==> src/rtl/cpu_axi_pkg.sv <==
// Shared types and constants for the CPU-side AXI-Lite master.
package cpu_axi_pkg;

    localparam int DEFAULT_ADDR_WIDTH = 32;
    localparam int DEFAULT_DATA_WIDTH = 32;

    localparam logic [1:0] RESP_OKAY   = 2'b00;
    localparam logic [1:0] RESP_EXOKAY = 2'b01;
    localparam logic [1:0] RESP_SLVERR = 2'b10;
    localparam logic [1:0] RESP_DECERR = 2'b11;

    typedef enum logic [2:0] {
        IDLE,
        WR_AW_W,
        WR_B,
        RD_AR,
        RD_R,
        RESP
    } state_t;

    // SLVERR and DECERR both have bit 1 set; compare whole codes so every bit is consumed.
    function automatic logic resp_is_error(input logic [1:0] resp);
        return (resp == RESP_SLVERR) || (resp == RESP_DECERR);
    endfunction

endpackage

==> src/rtl/cpu_axi_lite_master.sv <==
// Single-outstanding CPU load/store to AXI-Lite master with a one-cycle response pulse.
// Optional alignment rejection of unaligned requests: define CPU_AXI_ALIGN_CHECK_EN.
module cpu_axi_lite_master
    import cpu_axi_pkg::*;
#(
    parameter int ADDR_WIDTH = DEFAULT_ADDR_WIDTH,
    parameter int DATA_WIDTH = DEFAULT_DATA_WIDTH
) (
    input  logic                  clk,
    input  logic                  rstn,

    input  logic                  req_valid,
    output logic                  req_ready,
    input  logic                  req_we,
    input  logic [ADDR_WIDTH-1:0] req_addr,
    input  logic [DATA_WIDTH-1:0] req_wdata,
    output logic                  rsp_valid,
    output logic [DATA_WIDTH-1:0] rsp_rdata,
    output logic                  rsp_err,

    output logic [ADDR_WIDTH-1:0] M_AXI_AWADDR,
    output logic                  M_AXI_AWVALID,
    input  logic                  M_AXI_AWREADY,
    output logic [DATA_WIDTH-1:0] M_AXI_WDATA,
    output logic                  M_AXI_WVALID,
    input  logic                  M_AXI_WREADY,
    input  logic [1:0]            M_AXI_BRESP,
    input  logic                  M_AXI_BVALID,
    output logic                  M_AXI_BREADY,
    output logic [ADDR_WIDTH-1:0] M_AXI_ARADDR,
    output logic                  M_AXI_ARVALID,
    input  logic                  M_AXI_ARREADY,
    input  logic [DATA_WIDTH-1:0] M_AXI_RDATA,
    input  logic [1:0]            M_AXI_RRESP,
    input  logic                  M_AXI_RVALID,
    output logic                  M_AXI_RREADY
);

    state_t                state_q, state_d;
    logic [ADDR_WIDTH-1:0] awaddr_q, awaddr_d;
    logic [ADDR_WIDTH-1:0] araddr_q, araddr_d;
    logic [DATA_WIDTH-1:0] wdata_q, wdata_d;
    logic [DATA_WIDTH-1:0] rdata_q, rdata_d;
    logic                  awvalid_q, awvalid_d;
    logic                  wvalid_q, wvalid_d;
    logic                  arvalid_q, arvalid_d;
    logic                  err_q, err_d;
    logic                  misaligned;

`ifdef CPU_AXI_ALIGN_CHECK_EN
    assign misaligned = (req_addr[1:0] != 2'b00);
`else
    assign misaligned = 1'b0;
`endif

    always_ff @(posedge clk or negedge rstn) begin
        if (!rstn) begin
            state_q   <= IDLE;
            awaddr_q  <= '0;
            araddr_q  <= '0;
            wdata_q   <= '0;
            rdata_q   <= '0;
            awvalid_q <= 1'b0;
            wvalid_q  <= 1'b0;
            arvalid_q <= 1'b0;
            err_q     <= 1'b0;
        end else begin
            state_q   <= state_d;
            awaddr_q  <= awaddr_d;
            araddr_q  <= araddr_d;
            wdata_q   <= wdata_d;
            rdata_q   <= rdata_d;
            awvalid_q <= awvalid_d;
            wvalid_q  <= wvalid_d;
            arvalid_q <= arvalid_d;
            err_q     <= err_d;
        end
    end

    always_comb begin
        state_d   = state_q;
        awaddr_d  = awaddr_q;
        araddr_d  = araddr_q;
        wdata_d   = wdata_q;
        rdata_d   = rdata_q;
        awvalid_d = awvalid_q;
        wvalid_d  = wvalid_q;
        arvalid_d = arvalid_q;
        err_d     = err_q;

        case (state_q)
            IDLE: begin
                if (req_valid) begin
                    if (misaligned) begin
                        rdata_d = '0;
                        err_d   = 1'b1;
                        state_d = RESP;
                    end else if (req_we) begin
                        awaddr_d  = req_addr;
                        wdata_d   = req_wdata;
                        awvalid_d = 1'b1;
                        wvalid_d  = 1'b1;
                        state_d   = WR_AW_W;
                    end else begin
                        araddr_d  = req_addr;
                        arvalid_d = 1'b1;
                        state_d   = RD_AR;
                    end
                end
            end
            // AW and W complete independently; leave once neither is still pending.
            WR_AW_W: begin
                if (M_AXI_AWREADY) awvalid_d = 1'b0;
                if (M_AXI_WREADY)  wvalid_d  = 1'b0;
                if ((!awvalid_q || M_AXI_AWREADY) && (!wvalid_q || M_AXI_WREADY))
                    state_d = WR_B;
            end
            WR_B: begin
                if (M_AXI_BVALID) begin
                    err_d   = resp_is_error(M_AXI_BRESP);
                    rdata_d = '0;
                    state_d = RESP;
                end
            end
            RD_AR: begin
                if (M_AXI_ARREADY) begin
                    arvalid_d = 1'b0;
                    state_d   = RD_R;
                end
            end
            RD_R: begin
                if (M_AXI_RVALID) begin
                    rdata_d = M_AXI_RDATA;
                    err_d   = resp_is_error(M_AXI_RRESP);
                    state_d = RESP;
                end
            end
            RESP:    state_d = IDLE;
            default: state_d = IDLE;
        endcase
    end

    assign req_ready     = (state_q == IDLE);
    assign rsp_valid     = (state_q == RESP);
    assign rsp_rdata     = rdata_q;
    assign rsp_err       = err_q;
    assign M_AXI_AWADDR  = awaddr_q;
    assign M_AXI_AWVALID = awvalid_q;
    assign M_AXI_WDATA   = wdata_q;
    assign M_AXI_WVALID  = wvalid_q;
    assign M_AXI_BREADY  = (state_q == WR_B);
    assign M_AXI_ARADDR  = araddr_q;
    assign M_AXI_ARVALID = arvalid_q;
    assign M_AXI_RREADY  = (state_q == RD_R);

endmodule

==> config.mk <==
export PLATFORM = sky130hd
export DESIGN_NAME = cpu_axi_lite_master
export DESIGN_NICKNAME = d
export VERILOG_FILES = /design/src/rtl/cpu_axi_pkg.sv /design/src/rtl/cpu_axi_lite_master.sv
export SDC_FILE = /design/constraint.sdc
export NUM_CORES = 1
export LEC_CHECK = 0
export CAP_MARGIN = 20
export CORE_AREA = 5 5 144 146
export CTS_CLUSTER_SIZE = 25
export DETAILED_ROUTE_END_ITERATION = 8
export DIE_AREA = 0 0 149 151
export GPL_ROUTABILITY_DRIVEN = 0
export PLACE_DENSITY = 0.68
export SLEW_MARGIN = 20
export SYNTH_ARGS = -nofsm -noshare
export SYNTH_HDL_FRONTEND = slang
export SYNTH_SLANG_ARGS = --single-unit
==> constraint.sdc <==
create_clock -name clk -period 1.8 [get_ports clk]
set_input_delay 0.36 -clock clk [delete_from_list [all_inputs] [get_ports clk]]
set_output_delay 0.36 -clock clk [all_outputs]
set_load 0.1 [all_outputs]
# Word-level counts from Yosys, hierarchy flattened
# Cells that the tools add are included.
[op_classes]
shift = 0
n_reduce_logical = 18
multipliers = 0
n_addsub = 0
n_mux = 23
magnitude_cmp = 0
bitwise = 1
div_mod_pow = 0
eq_ne = 18
[op_table]
columns = ["operator", "n"]
rows = [
  ["two-way mux 32 bit", 2],
  ["case mux 32 bit (2 select lines)", 1],
  ["inequality test 2 bit (second input constant)", 8],
  ["two-way mux 3 bit", 5],
  ["case mux 3 bit (5 select lines)", 1],
  ["AND reduction 4 bit", 3],
  ["two-way mux 1 bit", 9],
  ["AND reduction 3 bit", 3],
  ["== test 2 bit (second input constant)", 4],
  ["case mux 1 bit (2 select lines)", 4],
  ["== test 3 x 2 -> 1 bit (second input constant)", 2],
  ["== test 3 bit (second input constant)", 2],
  ["nonzero test 2 bit", 3],
  ["AND reduction 5 bit", 1],
  ["logical OR 1 bit", 4],
  ["== test 3 x 1 -> 1 bit (second input constant)", 1],
  ["zero test 3 bit", 1],
  ["zero test 1 bit", 2],
  ["two-way mux 2 bit", 1],
  ["inequality test 2 x 1 -> 1 bit (second input constant)", 1],
  ["logical AND 1 bit", 1],
  ["inverter 1 bit", 1],
]
[word_totals]
word_cells = 69
ramBits = 0
mem_bits_ro = 0
input_bits = 109
n_memories = 0
out_inout_bits = 136
reg_bits = 135
latchBits = 0

# Logic depth before layout (Yosys ltp)
# Gate-level depths: netlist of run 1.
[logic_depth]
depth_word = 5
depth_mapped = 5
ltp_nobuf = 4

# Worst setup path after synthesis of run 1
# No wires, ideal clock.
[synth_timing]
path_kind = "reg-to-reg"
startpoint = "reg state_q[1]"
endpoint = "reg err_q, in the netlist rsp_err"
setup_time_ps = 127
stages_incl_launch_ff = 5
arrival_ps = 3118
required_ps = 1673
path_buffers = 1
synth_period_minus_slack_ps = 3245
path_slack_ps = -1445
cell_sequence = "dfrtp_1 -> buf_2 -> nor3_1 -> mux2i_1 -> mux2i_1"
[synth_between]
elab_chain_len = 3
elab_cells_between_ends = 7
classes_between = "eq/ne (4); mux (1); reduce/logical (2)"
[synth_lines]
columns = ["item", "line_no", "text"]
rows = [
  ["start: declaration", "cpu_axi_lite_master.sv:39", "state_t state_q, state_d;"],
  ["start signal: assignment", "cpu_axi_lite_master.sv:68", "state_q <= state_d;"],
  ["== test 3 bit *", "n/a", ""],
  ["net M_AXI_RREADY", "cpu_axi_lite_master.sv:36", "output logic M_AXI_RREADY"],
  ["inequality test 2 bit (no source line) / nonzero test 2 bit (equally long branches)", "n/a", ""],
  ["AND reduction 3 bit (no source line)", "n/a", ""],
  ["end signal: assignment", "cpu_axi_lite_master.sv:76", "err_q <= err_d;"],
  ["end: declaration", "cpu_axi_lite_master.sv:47", "logic err_q, err_d;"],
]
# Mark *: on every way through the listed nets, which the timed path passes. The rest lies on a longest branch.
# A chain may end at the register's enable or synchronous reset.

# Final worst setup path of run 1
[layout_timing]
startpoint = "reg state_q[0]"
endpoint = "out M_AXI_RREADY"
[layout_between]
elab_chain_len = 1
[layout_lines]
columns = ["item", "line_no", "text"]
rows = [
  ["== test 3 bit", "cpu_axi_lite_master.sv:154", "assign M_AXI_RREADY = (state_q == RD_R);"],
  ["end: declaration", "cpu_axi_lite_master.sv:36", ""],
]
# No other way between the ends.

==> results of run 1 <==
through the flow:
step                cell area, µm²  setup TNS [ns]  std cells  util [%]
floorplan                     5210          -44.49        325         -
global placement              9420           -2.34        835      48.9
detailed placement            9420           -5.16        835      48.9
CTS                          10100          -0.117        877      52.4
global route                 10200          -0.277        881      52.8
finish                       10200         -0.0160        881      52.8
repair_timing:
item	4_1_cts	5_1_grt
hold buffers	1	0
setup buffers	9	3
cloned	0	1
endpoints found under the hold margin	32	0
pin swaps	3	4
gates resized for setup	10	8
endpoints found under the setup margin	3	25
flip-flops by register name, indices dropped and copies added, names as in the netlist:
register and flops:
M_AXI_ARADDR 32, M_AXI_ARVALID 1, M_AXI_AWADDR 32, M_AXI_AWVALID 1
M_AXI_WDATA 32, M_AXI_WVALID 1, rsp_err 1, rsp_rdata 32
state_q 3
layout make-up:
class	instances	area, µm²
Sequential cell	135	3380
Multi-Input combinational cell	167	1700
Clock inverter	13	131
Fill cell	1608	9090
Timing Repair Buffer	277	4170
Inverter	5	21.3
Tap cell	265	332
Clock buffer	19	443
routing by layer:
layer / wire length, µm / global-route usage (%)
met5: 0 / 0
met2: 7990 / 23.3
met3: 1300 / 5.48
met1: 6160 / 15.8
met4: 245 / 5.03
critical path, stage by stage, from the launching register on:
cell,delay [ns]
dfrtp_2,0.43
buf_8,0.14
nor3_4,0.26
buf_12,0.21
cells by family after synthesis:
| logic type | count (synthesis) |
|---|---|
| simple gates | 22 |
| compound gates | 47 |
| flops | 135 |
| mux | 98 |
| buf+inv | 23 |
placed cells by master (no fill, tap or decap), types with 2 or more instances in the layout:
master and n:
buf_6 7, nand2_2 2, dfrtp_2 2, mux2_4 13, clkinv_2 5, nand2_1 4, mux2i_1 2, mux2_2 57
mux2_1 26, o21ai_0 3, nor2b_1 2, nor2_4 2, clkbuf_16 18, inv_1 4, buf_4 20, a21oi_1 4
a22o_1 32, buf_12 142, dfrtp_1 133, clkinvlp_4 5, a21o_1 3, clkdlybuf4s50_1 105, bufinv_16 2, nor3_4 3
worst max path at each step:
stage                     startpoint               end  slack [ns]  depth (start not counted)
after floorplan           state_q[1]           rsp_err       -0.51                          4
after global placement     req_valid  M_AXI_AWADDR[21]       -0.05                          4
after detailed placement   req_valid  M_AXI_AWADDR[12]       -0.08                          4
after CTS                 state_q[0]         req_ready       -0.05                          4
after global routing      state_q[1]      M_AXI_RREADY       -0.08                          3
final                     state_q[0]      M_AXI_RREADY       -0.01                          3
==> metrics.md, run 1 <==
| Metric | Value |
|---|---|
| Status | `finished with violations` |
| Violated checks | `negative setup slack` |
| Post-Syn Area | `roughly 0.005 mm²` |
| CTS Buffer Depth | `2` |
| Synth Area in Simple Gates | `between 2 and 2.5%` |
| Io pins | `245` |
| Pre-CTS setup slack | `-0.0836 ns` |
| Die span in x | `between 100 and 150 µm` |
| FP Rows | `51` |
| Die height | `151 µm` |
| Die footprint | `around 0.022 mm²` |
| Minimum clock period | `1.81 ns` |
| Compound-cell area share of the yosys netlist | `7.35%` |
| Clock Tree Root | `clkbuf_16` |
| Area grow syn2layout | `98.7%` |
| Initial core utilization | `26.6%` |
| Worst-Skew Late Latency | `0.41 ns` |
| Number of global-route vias before repair | `4250` |
| First-pass GRT wire length | `23800 µm` |
| CTS tree | `built` |
| DR vias | `between 3000 and 4000` |
| Max cap viols | `0` |
| Grt total ovfl | `0` |
| Ys flop type | `dfrtp_1` |
| Sequential share of the synthesized area | `65.9%` |
| Hold Fails Final Rpt | `0` |
| Ranking of synthesized cells by area | `dfrtp_1 (66%), mux2_2 (13%), mux2_1 (8.3%)` |
| Post-synth ARST share | `between 90% and 100%` |
| Nets | `712` |
| Core ar. | `0.0193 mm²` |
| Dpl hpwl | `11800 µm` |
| Final setup vio count | `2` |
| CTS buffer count | `17` |
| Largest family of logic cells by synthesized area | `multiplexers` |
| Number of synthesized flops with an enable pin | `0` |
| Setup ws final | `-0.0135 ns` |
| Number of DRC markers in iteration 0 | `67` |
| Drt total wl | `15700 µm` |
| R2r endpoint | `M_AXI_WDATA[3]` |
| Pin count of the biggest net entering global routing | `42` |
| Slew Viols, Final | `0` |
| Antenna cell count | `0` |
| Worst relative slew slack | `75.3%` |
| Clk pin slew, worst setup/hold paths | `about 0.060 ns` |
| Crit. End Element | `primary output` |
| Post-synth top cells | `dfrtp_1 (135), mux2_2 (58), mux2_1 (38), a22o_1 (32), buf_6 (7)` |
| PortBufs | `242` |
| Multiplexer area fraction after synthesis | `a little over a fifth` |
| Crit start category | `flop` |
| Synth Warn # | `0` |
| Router iterations before antenna repair | `4` |
| Total Routing Usage GR | `13.8%` |
| Routed Antenna Nets | `0` |
| Critical Path AT | `1.45 ns` |
| H-tree Lvls | `4` |
| Yosys cell types | `30` |
| Slew @ Worst Pin | `0.371 ns` |
| Initial antenna violation count | `0` |
| Average size of a mapped cell | `15.8 µm²` |
| R2R setup slack | `about 0.040 ns` |
| Hold_ws | `0.433 ns` |
| Clock skew | `0.00773 ns` |
| Hold crit path type | `in -> async` |
| Reg2reg path depth | `5` |
| Remaining DRCs | `0` |
| Count leader, synth | `dfrtp_1` |
| Synth top area share | `65.9%` |
| Via density per instance | `roughly 4.3` |
| RSZ-0062 raised after global routing | `true` |
| Largest area contributor in the netlist | `dfrtp_1` |
| Share of post-route cells with drive strength above 1 | `46.3%` |
| Adder-Cell Fraction of Synth Area | `0%` |
| Syn_nets | `434` |
| CP Class | `reg -> out` |
| Post-Synth XOR/XNOR Area | `0%` |
| Fin crit share | `101%` |
| Yosys reg bits | `about 140` |
| Critical path required time | `1.44 ns` |
| Gate Count Post-Synth | `325` |
| Reg-to-Reg Start | `state_q[0]` |
| FMAX | `~0.55 GHz` |
| CP max FO | `5` |
| WL/cell | `17.8 µm` |
| CTS sink cnt | `135` |
Power of run 1 is left out: the tool's default activity adds up to more than one toggle a clock period on the data nets, which glitch-free logic cannot reach.
==> run 2, diff against run 1 <==
--- a/config.mk
+++ b/config.mk
@@ -7,6 +7,7 @@
 export LEC_CHECK = 0
 export CAP_MARGIN = 20
 export CORE_AREA = 5 5 144 146
+export CTS_CLUSTER_DIAMETER = 60
 export CTS_CLUSTER_SIZE = 25
 export DETAILED_ROUTE_END_ITERATION = 8
 export DIE_AREA = 0 0 149 151
==> results of run 2 <==
Final layout, timing and power as in run 1 (identical DEF).
Power of run 2 is left out for the same reason.
